==> src/rtl/urna_pkg.sv <==
// Shared types and constants for the multi-candidate ballot box.
package urna_pkg;

    typedef enum logic [1:0] {
        IDLE,
        ENTER,
        FULL,
        COMMIT
    } state_t;

    localparam int BCD_W   = 4;
    localparam int BCD_MAX = 9;

    localparam logic [63:0] DEFAULT_CODES = {16'h3494, 16'h3485, 16'h3472, 16'h3504};

endpackage

==> src/rtl/urna_sat_counter.sv <==
// Saturating up-counter: holds at all-ones instead of wrapping.
module urna_sat_counter #(
    parameter int W = 8
) (
    input  logic         Clock,
    input  logic         Reset,
    input  logic         inc,
    output logic [W-1:0] count
);

    always_ff @(posedge Clock or negedge Reset) begin
        if (!Reset) begin
            count <= '0;
        end else if (inc && (count != {W{1'b1}})) begin
            count <= count + W'(1);
        end
    end

endmodule

==> src/rtl/urna_multicandidato.sv <==
// BCD-keyed multi-candidate ballot box with saturating tallies, correction and commit pulse.
// Define URNA_BRANCO_EN to count blank votes (Finish with no digits keyed).
module urna_multicandidato
    import urna_pkg::*;
#(
    parameter int NUM_CAND = 4,
    parameter int DIGITS   = 4,
    parameter int CNT_W    = 8,
    parameter logic [NUM_CAND*DIGITS*BCD_W-1:0] CAND_CODES = DEFAULT_CODES
) (
    input  logic                      Clock,
    input  logic                      Reset,
    input  logic [BCD_W-1:0]          Digit,
    input  logic                      Valid,
    input  logic                      Finish,
    input  logic                      Corrige,
    output logic [NUM_CAND*CNT_W-1:0] Votes,
    output logic [CNT_W-1:0]          Nulo,
    output logic [CNT_W-1:0]          Branco,
    output logic [CNT_W-1:0]          Total,
    output logic                      Status,
    output logic                      Done
);

    localparam int BUF_W = DIGITS * BCD_W;
    localparam int CW    = $clog2(DIGITS + 1);
    localparam logic [CW-1:0] FULL_CNT = CW'(DIGITS);
`ifdef URNA_BRANCO_EN
    localparam bit BRANCO_EN = 1'b1;
`else
    localparam bit BRANCO_EN = 1'b0;
`endif

    state_t             state, state_nxt;
    logic               valid_q, finish_q, corrige_q;
    logic [BCD_W-1:0]   hold;
    logic [BUF_W-1:0]   buffer, buffer_nxt;
    logic [CW-1:0]      count, count_nxt;
    logic               invalid, invalid_nxt;
    logic               status_r, done_r;
    logic               valid_fall, finish_rise, corrige_rise;
    logic               clear, accept, in_commit, hit;
    logic [NUM_CAND-1:0] match;

    assign valid_fall   = valid_q & ~Valid;
    assign finish_rise  = Finish & ~finish_q;
    assign corrige_rise = Corrige & ~corrige_q;
    assign in_commit    = (state == COMMIT);

    // COMMIT always returns to IDLE but still takes a digit released during it.
    always_comb begin
        state_nxt = state;
        clear     = 1'b0;
        accept    = 1'b0;
        if (state == COMMIT) begin
            state_nxt = IDLE;
            clear     = 1'b1;
            accept    = valid_fall;
        end else if (corrige_rise) begin
            state_nxt = IDLE;
            clear     = 1'b1;
        end else if (finish_rise && (BRANCO_EN || (count != '0))) begin
            state_nxt = COMMIT;
        end else if (valid_fall && (state != FULL)) begin
            accept = 1'b1;
        end

        buffer_nxt  = clear ? '0 : buffer;
        count_nxt   = clear ? '0 : count;
        invalid_nxt = clear ? 1'b0 : invalid;
        if (accept) begin
            buffer_nxt  = (buffer_nxt << BCD_W) | BUF_W'(hold);
            count_nxt   = count_nxt + CW'(1);
            invalid_nxt = invalid_nxt | (hold > BCD_W'(BCD_MAX));
            state_nxt   = (count_nxt == FULL_CNT) ? FULL : ENTER;
        end
    end

    // Lowest-index candidate wins when codes are duplicated.
    always_comb begin
        match = '0;
        hit   = 1'b0;
        if ((count == FULL_CNT) && !invalid) begin
            for (int i = 0; i < NUM_CAND; i++) begin
                if (!hit && (buffer == CAND_CODES[(NUM_CAND-1-i)*BUF_W +: BUF_W])) begin
                    match[i] = 1'b1;
                    hit      = 1'b1;
                end
            end
        end
    end

    always_ff @(posedge Clock or negedge Reset) begin
        if (!Reset) begin
            state     <= IDLE;
            valid_q   <= 1'b0;
            finish_q  <= 1'b0;
            corrige_q <= 1'b0;
            hold      <= '0;
            buffer    <= '0;
            count     <= '0;
            invalid   <= 1'b0;
            status_r  <= 1'b0;
            done_r    <= 1'b0;
        end else begin
            state     <= state_nxt;
            valid_q   <= Valid;
            finish_q  <= Finish;
            corrige_q <= Corrige;
            if (Valid) hold <= Digit;
            buffer    <= buffer_nxt;
            count     <= count_nxt;
            invalid   <= invalid_nxt;
            status_r  <= (state_nxt == ENTER) || (state_nxt == FULL);
            done_r    <= in_commit;
        end
    end

    assign Status = status_r;
    assign Done   = done_r;

    for (genvar i = 0; i < NUM_CAND; i++) begin : g_vote
        urna_sat_counter #(.W(CNT_W)) u_vote (
            .Clock (Clock),
            .Reset (Reset),
            .inc   (in_commit && match[i]),
            .count (Votes[i*CNT_W +: CNT_W])
        );
    end

    urna_sat_counter #(.W(CNT_W)) u_nulo (
        .Clock (Clock),
        .Reset (Reset),
        .inc   (in_commit && !hit && (count != '0)),
        .count (Nulo)
    );

    urna_sat_counter #(.W(CNT_W)) u_total (
        .Clock (Clock),
        .Reset (Reset),
        .inc   (in_commit),
        .count (Total)
    );

`ifdef URNA_BRANCO_EN
    urna_sat_counter #(.W(CNT_W)) u_branco (
        .Clock (Clock),
        .Reset (Reset),
        .inc   (in_commit && (count == '0)),
        .count (Branco)
    );
`else
    assign Branco = '0;
`endif

endmodule

==> config.mk <==
export PLATFORM = sky130hd
export DESIGN_NAME = urna_multicandidato
export DESIGN_NICKNAME = d
export VERILOG_FILES = /design/src/rtl/urna_pkg.sv /design/src/rtl/urna_sat_counter.sv /design/src/rtl/urna_multicandidato.sv
export SDC_FILE = /design/constraint.sdc
export NUM_CORES = 1
export LEC_CHECK = 0
export ABC_CLOCK_PERIOD_IN_PS = 2000
export CORE_UTILIZATION = 49
export CTS_BUF_LIST = sky130_fd_sc_hd__clkbuf_4 sky130_fd_sc_hd__clkbuf_8
export CTS_CLUSTER_SIZE = 25
export DETAILED_ROUTE_END_ITERATION = 10
export PLACE_DENSITY_LB_ADDON = 0.08
export SLEW_MARGIN = 15
export SYNTH_ARGS = -nofsm -noshare
export SYNTH_HDL_FRONTEND = slang
export SYNTH_SLANG_ARGS = --single-unit
==> constraint.sdc <==
create_clock -name Clock -period 2 [get_ports Clock]
set_clock_uncertainty 0.2 [all_clocks]
set_input_delay 0.2 -clock Clock [delete_from_list [all_inputs] [get_ports Clock]]
set_output_delay 0.2 -clock Clock [all_outputs]
set_load 0.05 [all_outputs]
==> results of run 1 <==
[routing by layer]
| metal | track usage, % | part of all wire, % |
|---|---|---|
| met5 | 0 | 0 |
| met4 | 9.52 | 1.3 |
| met3 | 3.42 | 2.8 |
| met2 | 33.0 | 49 |
| met1 | 28.2 | 47 |
[cell type report]
| type | instances | area, sq um | share of cell area, % |
|---|---|---|---|
| tap | 99 | 124 | 2.32 |
| clock buffer | 11 | 139 | 2.61 |
| inverter | 9 | 33.8 | 0.634 |
| multi-input combinational | 240 | 1880 | 35.3 |
| sequential | 79 | 1990 | 37.3 |
| timing repair buffer | 119 | 1120 | 20.9 |
| clock inverter | 5 | 50.0 | 0.939 |
[through the flow]
stage,cells,area (sq um)
finish,562,5330
global route,562,5330
CTS,555,5130
detailed placement,538,4860
global placement,538,4860
floorplan,341,3860
[registers in the layout, indices dropped and copies added (netlist names)]
signal               flops
count                    3
hold                     4
finish_q                 1
Done                     1
buffer                  16
u_nulo.count             8
corrige_q                1
Status                   1
u_total.count            8
g_vote.u_vote.count     32
valid_q                  1
state                    2
invalid                  1
[worst max path at each step]
stage                                end  slack [ns]  depth (start not counted)
2_1_floorplan  g_vote[0].u_vote.count[1]       -0.02                          5
5_1_grt        g_vote[3].u_vote.count[7]       -0.23                          8
3_3_place_gp   g_vote[1].u_vote.count[1]       -0.15                          4
3_5_place_dp   g_vote[1].u_vote.count[1]       -0.18                          4
4_1_cts        g_vote[0].u_vote.count[7]       -0.10                          5
6_report       g_vote[0].u_vote.count[0]       -0.16                          7
[power by group]
part / internal, mW / total, mW / switching, mW
combinational: 0.613 / 1.44 / 0.830
clock: 0.597 / 1.15 / 0.558
sequential: 1.78 / 1.95 / 0.172
[synthesized netlist by cell type, types with 3 or more instances]
cell      instances  area share [%]
nor2_1           26             2.6
nand2_1          26             2.6
ha_1              8             2.7
o21ai_0          11             1.5
nor2b_1           6             1.0
inv_1             8            0.80
buf_4             8             1.6
nand3_1          25             3.3
xor2_1           15             3.5
mux2_1            8             2.4
nand2b_1          3            0.50
nand4_1          16             2.7
nor3_2            7             1.9
dfrtp_1          79              53
xnor2_1          26             6.1
and3_1           10             1.7
mux2i_1          18             4.8
[what timing repair did]
action                                  in CTS  in global routing
setup buffers                                0                  7
hold buffers                                 1                  0
gates resized for setup                     34                 38
pin swaps                                   15                 25
gates cloned                                 0                  1
endpoints found under the hold margin       79                  0
endpoints found under the setup margin      49                 76
[logic make-up (layout without fill, tap and decap cells)]
logic type,after synthesis,count (layout),share of synthesized area [%]
other cells,1,8,0.0999
compound gates,22,22,3.43
xor+xnor,41,41,9.57
fa+ha+maj,8,8,2.67
buf+inv,22,144,3.27
flops,79,79,52.7
simple gates,134,134,20.8
mux,27,27,7.50
[layout by cell type (no fill, tap or decap), types with 3 or more instances in the layout]
cell type | Yosys | layout
clkinv_2 | 0 | 4
clkbuf_8 | 0 | 9
clkdlybuf4s50_1 | 0 | 12
nor2_4 | 0 | 3
dlygate4sd2_1 | 0 | 15
ha_1 | 8 | 5
conb_1 | 1 | 8
nor2_1 | 26 | 21
nor2b_1 | 6 | 6
o21ai_0 | 11 | 11
buf_6 | 1 | 9
dfrtp_2 | 0 | 8
nand2b_1 | 3 | 3
dlymetal6s2s_1 | 0 | 19
xor2_1 | 15 | 15
buf_4 | 8 | 60
dfrtp_1 | 79 | 71
nand4_1 | 16 | 16
mux2i_1 | 18 | 17
nand2_1 | 26 | 23
and3_1 | 10 | 10
nand2_2 | 1 | 4
xnor2_1 | 26 | 26
nor3_4 | 0 | 5
mux2_4 | 0 | 6
nor3_2 | 7 | 3
nand3_1 | 25 | 25
inv_1 | 8 | 8
==> results_dict.tcl, run 1 <==
set metrics [dict create \
    status "finished, violations left" \
    violations "setup timing" \
    syn_area_sq_mm 0.00375 \
    crit_family "simple AND/OR/NAND/NOR gates" \
    fin_crit_sh_pct 108 \
    critPathLaunch "buffer[9]" \
    die_y_microns 89.5 \
    hold_viol 0 \
    setup_ws_ns -0.160 \
    cts_tree "done" \
    start_kind "flip-flop" \
    gp_congestion 0.807 \
    start_util_pct 51.2 \
    ctsHtreeMaxLevel 3 \
    maxCapViolCount 0 \
    finalWirelength_microns 7970 \
    leakage_nw 2.91 \
    area_growth_pct 42.0 \
    max-vdd-ir-drop_uv 741 \
    dr.pass1.iters 4 \
    period_minus_slack_ns 2.16 \
    worst_pin_slew_ns 0.521 \
    via_per_inst 5.20 \
    seq_area_frac_synth_pct 52.7 \
    yosysWarnings 0 \
    cp-end-kind "flip-flop" \
    ys_seq_elements 79 \
    core_area_sq_mm 0.00733 \
    path_clk_slew_ns 0.08 \
    slew_viol_final 0 \
    rows 31 \
    setup_violations 27 \
    synthFlopType "dfrtp_1" \
    clk_latency_ns 0.34 \
    whs_path_depth 1 \
    synth_cell_type_count 43 \
    synth-edff-count 0 \
    drc 0 \
    netlist_instances 334 \
    antenna_found_initial 0 \
    avgSynthCellArea_sq_um 11.2 \
    ctsLongestPathBuffers 2 \
    final_util_pct 72.7 \
    fillers 519 \
    power_density_mw_per_mm2 853 \
    die_area_sq_mm 0.00801 \
    timing.rr.start "buffer[9]" \
    worstSetupPathType "flip-flop to flip-flop" \
    num_vias 2920 \
    crit_top_cell "buf_4" \
    pin_count 67 \
    final_nets 475 \
    setup-tns-final_ns -2.11 \
    first_iter_violations 213 \
    cp.arrival_ns 2.20 \
    dp_hpwl_microns 5460 \
    whs_ns 0.138 \
    max_stage_delay_ns 0.49 \
    max_freq_mhz 463 \
    worstHoldPathType "input port to flip-flop" \
    grt_pass1_wl_microns 12700 \
    reg2reg_depth 7 \
    grt_pass1_vias 2721 \
    path_buf_inv 3 \
    ant_nets 0 \
    worstPathRequired_ns 2.04 \
    grt.overflow.total 0 \
    rsz0062_at_grt "yes" \
    die_w_microns 89.5 \
    io_buffer_count 58 \
    relSlewSlack_pct 65.2 \
    wl_per_cell_microns 14.2 \
    grt_usage_pct 20.8 \
    min_to "finish_q" \
    worstPathCellList "nor4b_4, buf_4, nand4_4, or3_4, buf_4, buf_6, xnor2_1" \
    place_worst_setup_slack_ns -0.176 \
    cts-buffers-inserted 9 \
    cts.sinks 79 \
    critPathSlowestCell "or3_4" \
    clockRootBuffer "clkbuf_8" \
    drive_above_1_share_pct 29.6 \
    power_mw 4.55 \
    synthArstFlopShare_pct 100 \
    n_antenna_cell 0 \
    min_from "Finish" \
    grt_start_max_net_pins 80 \
    timing.rr.end "g_vote[0].u_vote.count[0]" \
    r2r_slack_ns -0.16 \
    crit_fanout 8 \
]
Note: power is estimated with default switching activity, not from simulation.
==> run 2: changes to the inputs <==
--- a/config.mk
+++ b/config.mk
@@ -11,5 +11,7 @@
 export CTS_CLUSTER_SIZE = 25
 export DETAILED_ROUTE_END_ITERATION = 10
+export GPL_ROUTABILITY_DRIVEN = 0
 export PLACE_DENSITY_LB_ADDON = 0.08
+export SETUP_SLACK_MARGIN = 0.4
 export SLEW_MARGIN = 15
 export SYNTH_ARGS = -nofsm -noshare
==> constraint.sdc (replaced) <==
create_clock -name Clock -period 2 [get_ports Clock]
set_clock_uncertainty 0.2 [all_clocks]
set_input_delay 0.5 -clock Clock [delete_from_list [all_inputs] [get_ports Clock]]
set_output_delay 0.5 -clock Clock [all_outputs]
set_load 0.05 [all_outputs]
==> run 2 against run 1 <==
  * The flow still finishes with violations (setup timing)
  * Core utilization rose by 22 points
  * Highest routed layer unchanged
  * First-iteration DRC count rose by 15%
  * Combinational power rose by 56%
  * Sequential power rose by 4%
  * Register-to-register slack got worse by 0.22 ns
  * Wire length rose by 82%
  * Final cell count rose by 15%
  * Count of clock-buffer cells in the layout rose by 1
  * Largest power group is now combinational cells
  * Clock power rose by 25%
==> results_dict.tcl, run 2 (synthesized netlist as in run 1, its figures left out) <==
set metrics [dict create \
    top_register "g_vote.u_vote.count" \
    layout_commonest_cell "buf_4" \
    violations "setup timing" \
    drive_above_1_share_pct 59.2 \
    via_per_inst 5.74 \
    min_from "Corrige" \
    cts.sinks 79 \
    io_buffer_count 58 \
    worstSetupPathType "flip-flop to flip-flop" \
    pwr-share-seq_pct 35.4 \
    setup_violations 50 \
    max-vdd-ir-drop_uv 972 \
    hold_viol 0 \
    fillers 191 \
    clockRootBuffer "clkbuf_8" \
    clk_latency_ns 0.36 \
    place_area_sq_mm 0.00552 \
    critPathLaunch "buffer[6]" \
    pin_count 67 \
    final_cell_mix "buf_4, buf_6, dfrtp_1" \
    largest_register_ffs 32 \
    drc 0 \
    max_freq_mhz 419 \
    ctsLongestPathBuffers 2 \
    crit_fanout 8 \
    place_worst_setup_slack_ns -0.244 \
    fin_crit_sh_pct 119 \
    grt_start_max_net_pins 33 \
    start_kind "flip-flop" \
    rsz0062_at_grt "yes" \
    grt.overflow.total 0 \
    num_vias 3719 \
    ant_nets 0 \
    final_nets 561 \
    top_regs "g_vote.u_vote.count (32), buffer (16)" \
    area_growth_pct 84.5 \
    grt_pass1_wl_microns 16700 \
    core_area_sq_mm 0.00733 \
    worstHoldPathType "input port to flip-flop" \
    die_w_microns 89.5 \
    worstPathRequired_ns 2.06 \
    die_y_microns 89.5 \
    grt_pass1_vias 3445 \
    clkPwrFrac_pct 25.2 \
    dr.pass1.iters 4 \
    cts_tree "done" \
    grt_usage_pct 27.8 \
    wl_per_cell_microns 22.4 \
    switching_share_pct 35.5 \
    ctsHtreeMaxLevel 3 \
    first_iter_violations 244 \
    period_minus_slack_ns 2.38 \
    status "finished, violations left" \
    timing.rr.start "buffer[6]" \
    rows 31 \
    cts-buffers-inserted 9 \
    p_switching_mw 2.02 \
    cp-end-kind "flip-flop" \
    setup_ws_ns -0.385 \
    leakage_nw 3.36 \
    antenna_found_initial 0 \
    whs_ns 0.239 \
    final_cell_area_sq_mm 0.00692 \
    intPower_mw 3.67 \
    finalWirelength_microns 14500 \
    slew_viol_final 0 \
    dp_hpwl_microns 6070 \
    maxCapViolCount 0 \
    n_antenna_cell 0 \
    path_clk_slew_ns 0.09 \
    power_density_mw_per_mm2 822 \
    cp.arrival_ns 2.44 \
    die_area_sq_mm 0.00801 \
    comb_power_share_pct 39.3 \
    start_util_pct 51.2 \
]
## run 2: timing repair
item | 4_1_cts | 5_1_grt
endpoints found under the setup margin | 118 | 121
gates resized for setup | 67 | 71
setup buffers | 56 | 17
hold buffers | 1 | 0
hold endpoints to repair | 21 | 0
cloned | 1 | 0
pin swaps | 24 | 43
## run 2: worst paths after layout
path	slack, ns	end	cells past startpoint
worst max-delay path	-0.38	g_vote[1].u_vote.count[4]	6
worst min-delay path	0.24	corrige_q	1
worst max register to register	-0.38	g_vote[1].u_vote.count[4]	6
worst min register to register	0.35	buffer[1]	2
max in group asynchronous	0.67	u_total.count[2]	3
min in group asynchronous	0.40	g_vote[3].u_vote.count[3]	2
## run 2: power by group through the flow
stage	combinational (mW)	sequential, mW	clock [mW]
2_1_floorplan	0.608	2.30	0
3_3_place_gp	1.57	2.02	0
3_5_place_dp	1.60	2.03	0
4_1_cts	1.93	1.96	1.39
5_1_grt	2.32	2.03	1.49
6_report	2.24	2.02	1.44
## run 2: cell type report
cell class              count  area, sq um  area share [%]
well taps                  99          124            1.79
inverters                   9         36.3           0.524
repair buffers            205         2310            33.4
clock buffers              12          159            2.29
clock inverters             4         76.3            1.10
flip-flops and latches     79         2020            29.1
multi-input cells         240         2200            31.8
## run 2: critical path, cell delays in order, from the launching register on
cell     delay (ns)
dfrtp_1        0.43
nor4b_4        0.36
nand4_1        0.24
buf_4          0.21
or3_4          0.44
nor2_4         0.15
xor2_1         0.25
## run 2: per-stage QoR
step                      utilization, %  total power [mW]  TNS [ns]  cells
after detailed placement            75.3              3.63     -6.58    557
final                               94.5              5.69     -9.61    648
after global placement              75.3              3.59     -4.97    557
after CTS                           88.1              5.27     -2.23    631
after floorplan                        -              2.91   -0.0340    341
after global routing                94.5              5.85    -12.88    648
## run 2: routing by layer
metal / routed length, microns / track usage [%] / vias to the layer above
met2: 7490 / 47.6 / 195
li1: - / - / 1591
met5: 0 / 0 / -
met3: 758 / 4.52 / 86
met4: 772 / 13.4 / 0
met1: 5470 / 34.3 / 1847
==> run 3: changes to the inputs <==
ABC_AREA = 1   (was unset)
CORE_UTILIZATION = 50   (was 49)
==> run 3 against run 2 <==
  * The run still ends with setup timing left
  * Die area increased by 6.5%
  * Sequential share of layout area shrank 0.61 points
  * Synthesized cell count rose by 39%
  * Worst setup slack improved by 0.30 ns
  * Largest power group unchanged
==> results_dict.tcl, run 3 <==
set metrics [dict create \
    status "finished, violations left" \
    violations "setup timing" \
    max-vdd-ir-drop_uv 808 \
    place_area_sq_mm 0.00542 \
    grt_pass1_vias 3729 \
    max_freq_mhz 481 \
    cts-buffers-inserted 9 \
    leakage_nw 3.37 \
    top_register "g_vote.u_vote.count" \
    ys_seq_elements 79 \
    clk_latency_ns 0.37 \
    setup_violations 13 \
    core_area_sq_mm 0.00781 \
    antenna_found_initial 0 \
    ant_nets 0 \
    die_w_microns 92.4 \
    clockRootBuffer "clkbuf_8" \
    synth_top_area_share_pct 48.4 \
    power_mw 5.40 \
    synthArstFlopShare_pct 100 \
    seq_area_frac_synth_pct 48.4 \
    ctsLongestPathBuffers 2 \
    drive_above_1_share_pct 59.6 \
    wl_per_cell_microns 20.3 \
    worstSetupPathType "flip-flop to flip-flop" \
    cp-end-kind "flip-flop" \
    setup_ws_ns -0.0802 \
    yosys.cell_count.top_type "nand2_1" \
    seq_area_sq_mm 0.00204 \
    start_util_pct 52.3 \
    hold_viol 0 \
    ctsHtreeMaxLevel 3 \
    netlist_instances 464 \
    yosysTopAreaCell "dfrtp_1" \
    maxCapViolCount 0 \
    final_cell_area_sq_mm 0.00715 \
    worstPathRequired_ns 2.08 \
    synthTopCellsByCount "nand2_1, dfrtp_1, inv_1, nor2_1, nand3_1" \
    grt.overflow.total 0 \
    synthFlopType "dfrtp_1" \
    drc 0 \
    crit_fanout 4 \
    io_buffer_count 58 \
    cts_tree "done" \
    syn_area_sq_mm 0.00409 \
    period_minus_slack_ns 2.08 \
    avgSynthCellArea_sq_um 8.81 \
    die_y_microns 92.4 \
    cp.arrival_ns 2.16 \
    layout_commonest_cell "buf_4" \
    top_regs "g_vote.u_vote.count (32), buffer (16)" \
    multi_input_area_sq_mm 0.00258 \
    finalWirelength_microns 15000 \
    rsz0062_at_grt "yes" \
    dp_hpwl_microns 6200 \
    die_area_sq_mm 0.00854 \
    yosysWarnings 0 \
    grt_pass1_wl_microns 16900 \
    path_clk_slew_ns 0.10 \
    synth_area_leaders "dfrtp_1, nand2_1, xor2_1" \
    fin_crit_sh_pct 104 \
    grt_start_max_net_pins 29 \
    worstHoldPathType "input port to flip-flop" \
    final_nets 651 \
    via_per_inst 5.72 \
    synth_cell_type_count 39 \
    n_antenna_cell 0 \
    synth-edff-count 0 \
    whs_ns 0.194 \
    power_density_mw_per_mm2 756 \
    start_kind "flip-flop" \
    final_cell_mix "buf_4, nand2_1, inv_1" \
    first_iter_violations 350 \
    rows 32 \
    slew_viol_final 0 \
    largest_register_ffs 32 \
    pin_count 67 \
    area_growth_pct 74.9 \
    cts.sinks 79 \
    num_vias 4242 \
    dr.pass1.iters 6 \
    fillers 274 \
    grt_usage_pct 25.1 \
]
==> run 3: changes by cell type after synthesis, moves of 6 or more <==
cell / before / now
xor2_1: 15 / 27
and3_1: 10 / 0
inv_1: 8 / 59
o21ai_1: 2 / 15
mux2i_1: 18 / 0
nor2_1: 26 / 40
nor2_2: 0 / 10
nor2b_1: 6 / 0
xnor2_1: 26 / 11
nand3_1: 25 / 34
nand2_1: 26 / 94
mux2_1: 8 / 1
==> run 3: area by class of cell <==
cell class                      count  share of cell area, %
Clock inverter                      7                  0.788
Tap cell                          102                   1.79
Timing Repair Buffer              167                   27.2
Multi-Input combinational cell    313                   36.1
Clock buffer                        9                   1.73
Sequential cell                    79                   28.5
Inverter                           64                   3.89
==> run 3: timing repair <==
item / in CTS / in global routing
gates cloned: 4 / 1
hold buffers: 1 / 0
buffers inserted: 59 / 30
setup endpoints to repair: 115 / 118
pin swaps: 38 / 52
endpoints found under the hold margin: 26 / 0
resized for setup: 94 / 118
==> run 3: cell families (layout without fill, tap and decap cells) <==
| kind of cell | Yosys count | count (layout) | share of synthesized area, % |
|---|---|---|---|
| muxes | 2 | 2 | 0.551 |
| xor gates and xnor gates | 41 | 41 | 9.34 |
| DFF | 79 | 79 | 48.4 |
| AOI/OAI and AO/OA | 33 | 33 | 4.35 |
| buffers and inverters | 80 | 247 | 8.76 |
| other | 1 | 8 | 0.0918 |
| and+or+nand+nor | 220 | 221 | 26.1 |
| adders and majority gates | 8 | 8 | 2.45 |
==> run 3: metal layers <==
metal	global-route usage, %	vias to the layer above	wire length [microns]
li1	-	1793	-
met1	31.3	2081	5470
met2	44.0	266	7690
met3	2.87	102	925
met4	10.7	0	923
met5	0	-	0
==> run 3: per-stage QoR <==
| stage | setup TNS (ns) | setup slack, ns | std cells | utilization (%) |
|---|---|---|---|---|
| floorplan | 0 | 0.180 | 471 | - |
| global placement | -3.26 | -0.287 | 630 | 69.4 |
| detailed placement | -3.80 | -0.331 | 630 | 69.4 |
| CTS | 0 | 0.155 | 710 | 82.3 |
| global route | -0.866 | -0.101 | 741 | 91.5 |
| finish | -0.503 | -0.0802 | 741 | 91.5 |
==> run 3: final timing paths <==
check / end / slack [ns] / from / cells past startpoint
min in group asynchronous: g_vote[1].u_vote.count[1] / 0.40 / Reset / 2
max in group asynchronous: buffer[7] / 0.70 / Reset / 3
min reg2reg: buffer[0] / 0.32 / hold[0] / 2
min: finish_q / 0.19 / Finish / 1
max: g_vote[2].u_vote.count[6] / -0.08 / buffer[2] / 10
max reg2reg: g_vote[2].u_vote.count[6] / -0.08 / buffer[2] / 10
==> run 3: worst max-delay path, stage by stage (launching register included) <==
cell and delay, ns:
dfrtp_1 0.42, buf_6 0.14, buf_6 0.11, nor2_4 0.08, nand2_1 0.07, nor2_1 0.19
nand2_1 0.12, inv_2 0.14, buf_6 0.12, nand4_1 0.14, xnor2_1 0.25
==> run 3: where the power goes <==
| part | internal, mW | switching (mW) |
|---|---|---|
| Combinational | 0.972 | 1.28 |
| Sequential | 1.78 | 0.221 |
| Clock | 0.461 | 0.684 |
==> patch 1: new RTL, settings of run 3 <==
Make the reset (`Reset`) synchronous in 2 clocked blocks.
--- a/src/rtl/urna_sat_counter.sv
+++ b/src/rtl/urna_sat_counter.sv
@@ -8,7 +8,7 @@
     output logic [W-1:0] count
 );
 
-    always_ff @(posedge Clock or negedge Reset) begin
+    always_ff @(posedge Clock) begin
         if (!Reset) begin
             count <= '0;
         end else if (inc && (count != {W{1'b1}})) begin
--- a/src/rtl/urna_multicandidato.sv
+++ b/src/rtl/urna_multicandidato.sv
@@ -90,7 +90,7 @@
         end
     end
 
-    always_ff @(posedge Clock or negedge Reset) begin
+    always_ff @(posedge Clock) begin
         if (!Reset) begin
             state     <= IDLE;
             valid_q   <= 1'b0;
Function: differs if Reset is asserted again (counterexample within 4 cycles, from zero or initial values and one cycle with Reset low); with Reset held inactive, the same outputs for 10 cycles.
==> patch 1 against run 3 <==
- sequential cell count is the same
- global-route usage down 0.36 points
- area after synthesis fell by 1.0%
- wire length down 5.9%
- highest routed layer unchanged
- setup slack better by 0.18 ns
- cell area is 6.7% lower
Power is not compared: it rests on default switching activity, and its combinational part moved more than twofold at a synthesized area within 25%.
==> patch 1: results (changes against run 3) <==
Status
  – Outcome: completed (was complete, but fails checks)

Detailed routing
  – Number of vias after detailed routing: 4657 (was 4242)
  – Routed wire length: 14120 um (was 15010 um)
  – Iter 0 DRT Violations: 259 (was 350)
  – Routed vias/inst: 5.557 (was 5.725)
  – Detailed Routing Iterations Pass 1: 5 (was 6)

Synth
  – Count of different cell masters after synthesis: 35 (was 39)
  – Commonest cells post-synth: nand2_1, nor2_1, dfxtp_1 (was nand2_1, dfrtp_1, inv_1)
  – Commonest register cell after synthesis: dfxtp_1 (was dfrtp_1)
  – Top area cells in the synthesized netlist: dfxtp_1, nand2_1, nor2_1 (was dfrtp_1, nand2_1, xor2_1)
  – Average instance area after synthesis: 6.901 um2 (was 8.807 um2)
  – Share of synthesized flip-flops with an asynchronous set or reset: 0% (was 100.0%)

Setup path
  – R2r endpoint: g_vote[0].u_vote.count[3] (was g_vote[2].u_vote.count[6])
  – Arrival time at the worst endpoint: 1.97 ns (was 2.16 ns)
  – Critical path peak fanout: 7 (was 4)
  – Worst path max stage delay: 0.39 ns (was 0.42 ns)

Worst hold path
  – Count of cells along the worst hold path: 2 (was 1)
  – Class of the worst hold path: reg -> reg (was in -> reg)

Place
  – DP Worst Slack: -0.4013 ns (was -0.3314 ns)
  – Port Buffers: 58 (unchanged)
  – Number of placed cells counting well taps: 749 (was 630)
  – HPWL reported at the end of detailed placement: 6296 um (was 6198 um)

Timing
  – Final Cycle Share: 95.18% (was 104.0%)
  – Worst Hold Slack: 0.2707 ns (was 0.1939 ns)

Global route
  – GR met3 Demand/Resource: 5.141% (was 2.874%)
  – Via count of the first global-routing pass: 3936 (was 3729)
  – M2 GR Usage: 44.59% (was 44.01%)
  – All-layer global routing usage: 24.76% (was 25.12%)

Pwr
  – Power spent charging and discharging nets: 0.8126 mW
-- patch 1: logic make-up after synthesis --
kind of cell	synth area share, %
AO/OA/AOI/OAI	10.77
other	0.09273
flip-flops	39.11
buffers and inverters	11.36
AND/OR/NAND/NOR	33.38
XOR/XNOR	2.816
adder cells (fa/ha/maj)	2.475
-- patch 1: final cells by class --
class / count / area, um2
inverters: 84 / 366.6
clock buffers: 11 / 138.9
fillers: 404 / 1099
clock inverters: 5 / 48.80
flip-flops and latches: 79 / 1762
well taps: 102 / 127.6
repair inverters: 1 / 5.005
multi-input cells: 410 / 2644
repair buffers: 146 / 1577
-- patch 1: what timing repair did --
item,in CTS,in global routing
cloned,1,2
setup buffers,34,36
endpoints found under the setup margin,108,111
gates resized for setup,138,146
pin swaps,39,56
-- patch 1: routing by layer --
metal	part of all wire [%]	up-vias
li1	-	2165
met1	38	2217
met2	53	213
met3	5.5	62
met4	3.8	0
met5	0	-
==> patch 2: new RTL, config.mk and constraints of run 3 <==
Made on the original files. The localparam `BRANCO_EN` goes from 1'b0 to 1'b1.
--- a/src/rtl/urna_multicandidato.sv
+++ b/src/rtl/urna_multicandidato.sv
@@ -28,7 +28,7 @@
 `ifdef URNA_BRANCO_EN
     localparam bit BRANCO_EN = 1'b1;
 `else
-    localparam bit BRANCO_EN = 1'b0;
+    localparam bit BRANCO_EN = 1'b1;
 `endif
 
     state_t             state, state_nxt;
Formal check against the unedited RTL: not equivalent (Yosys sat finds a counterexample within 4 cycles, from zero or initial values and one cycle with Reset low).
==> patch 2 against run 3 <==
- the flow still finishes with violations (setup timing)
- critical path type unchanged
- total power fell by 1.2%
- first-iteration DRC count rose by 59%
- critical endpoint is now g_vote[3].u_vote.count[6]
- hold slack improved by 0.099 ns
- clock power rose by 25%
- cell area rose by 0.61%
- wire length rose by 30%
- sequential cell count did not move
- area after synthesis fell by 3.8%
- sequential power fell by 3%
- die area fell by 3.7%
- setup slack improved by 0.0048 ns
==> patch 2: results (changes against run 3) <==
Place
  – Cell area after placement: 0.005228 mm2 (was 0.005421 mm2)
  – DP Worst Slack: -0.3422 ns (was -0.3314 ns)
  – Number of placed cells counting well taps: 623 (was 630)
  – HPWL reported at the end of detailed placement: 5821 um (was 6198 um)

Layout
  – Nonclk inv count: 57 (was 64)
  – Share of layout cells above drive strength 1: 58.96% (was 59.62%)
  – Share of cell area taken by flip-flops and latches: 28.35% (was 28.50%)
  – Count of non-filler cells in the finished layout: 752 (was 741)
  – Clock buffer count: 11 (was 9)
  – Area of the multi-input gates: 0.002537 mm2 (was 0.002582 mm2)
  – Fill cell count: 120 (was 274)
  – Finished layout cell area: 0.007191 mm2 (was 0.007147 mm2)
  – Layout Nets: 665 (was 651)
  – Repair and plain buffers: 181 (was 167)
  – Multi-In Gates: 320 (was 313)

Pwr
  – Largest vdd supply drop: 0.9817 mV (was 0.8084 mV)
  – Internal power summed over all cells: 3.344 mW (was 3.212 mW)
  – Portion of total power attributed to sequential cells: 36.5% (was 37.0%)
  – Combinational power: 1.95 mW (was 2.26 mW)

Synth
  – Share of the synthesized area in compound gates (AO/OA/AOI/OAI): 4.997% (was 4.348%)
  – Sequential cell area fraction in the yosys report: 50.29% (was 48.38%)
  – Top area cells in the synthesized netlist: dfrtp_1, nand2_1, inv_1 (was dfrtp_1, nand2_1, xor2_1)
  – Commonest cells post-synth: nand2_1, dfrtp_1, inv_1 (unchanged)
  – Mapped Cells: 459 (was 464)
  – Share of cell area taken by muxes after synthesis: 0% (was 0.5511%)
  – Count of different cell masters after synthesis: 31 (was 39)
  – Adder-cell share of the synthesized area: 2.546% (was 2.449%)
  – Fraction of synthesized cell area in xor and xnor cells: 8.020% (was 9.339%)

Global route
  – Maximum number of pins on one net before global-route repair: 80 (was 29)
  – First-pass GRT wire length: 19730 um (was 16930 um)
  – Via count of the first global-routing pass: 3962 (was 3729)

Status
  – Outcome: complete, but fails checks (unchanged)
  – Violations in the final reports: setup timing (unchanged)

Timing
  – Number of failing setup endpoints in the final timing report: 6 (was 13)
  – Post-route setup slack: -0.07546 ns (was -0.08022 ns)
  – Final sum of negative setup slack: -0.2019 ns (was -0.5033 ns)
  – Worst Hold Slack: 0.2925 ns (was 0.1939 ns)

Setup path
  – Critical path peak fanout: 6 (was 4)
  – Required arrival time at the worst endpoint: 2.04 ns (was 2.08 ns)

Detailed routing
  – Wire length per cell: 26.00 um (was 20.25 um)
patch 2: changes by cell type after synthesis, sizes merged, moves of 2 or more:
cell | before | now
nand2 | 100 | 119
nor2 | 52 | 37
buf | 14 | 10
nor4 | 0 | 2
xor2 | 27 | 21
inv | 62 | 53
mux2 | 2 | 0
nor3 | 7 | 15
nor3b | 2 | 0
nand4 | 18 | 16
patch 2: cells by family after synthesis:
| logic type | after synthesis |
|---|---|
| AND/OR/NAND/NOR | 231 |
| flip-flops | 79 |
| buffers and inverters | 68 |
| AO/OA/AOI/OAI | 36 |
| XOR/XNOR | 36 |
| adder cells (fa/ha/maj) | 8 |
| other | 1 |
patch 2: path summary, 6_finish.rpt:
path | to | startpoint | depth (start not counted)
min reg2reg | hold[0] | hold[0] | 2
max in group asynchronous | g_vote[1].u_vote.count[1] | Reset | 3
min | corrige_q | Corrige | 1
max reg2reg | g_vote[3].u_vote.count[6] | buffer[2] | 8
min in group asynchronous | u_total.count[2] | Reset | 3
max | g_vote[3].u_vote.count[6] | buffer[2] | 8
patch 2: worst register-to-register path: cells and delay by family, from the launching register on:
kind	cells	cell delay [ns]
buffers and inverters	2	0.22
AOI/OAI and AO/OA	1	0.12
and+or+nand+nor	5	0.98
DFF	1	0.43
patch 2: what timing repair did:
action                                  CTS  global route
setup buffers                            76            31
endpoints found under the setup margin  118           120
pin swaps                                27            49
resized for setup                       103           123
hold buffers                              1             0
hold endpoints to repair                 75             0
gates cloned                              5             0
patch 2: layer usage:
layer	up-vias	track usage [%]	share of wire (%)
li1	1850	-	-
met1	2309	35.42	32
met2	487	55.43	48
met3	172	5.303	11
met4	0	15.19	8.9
met5	-	0	0
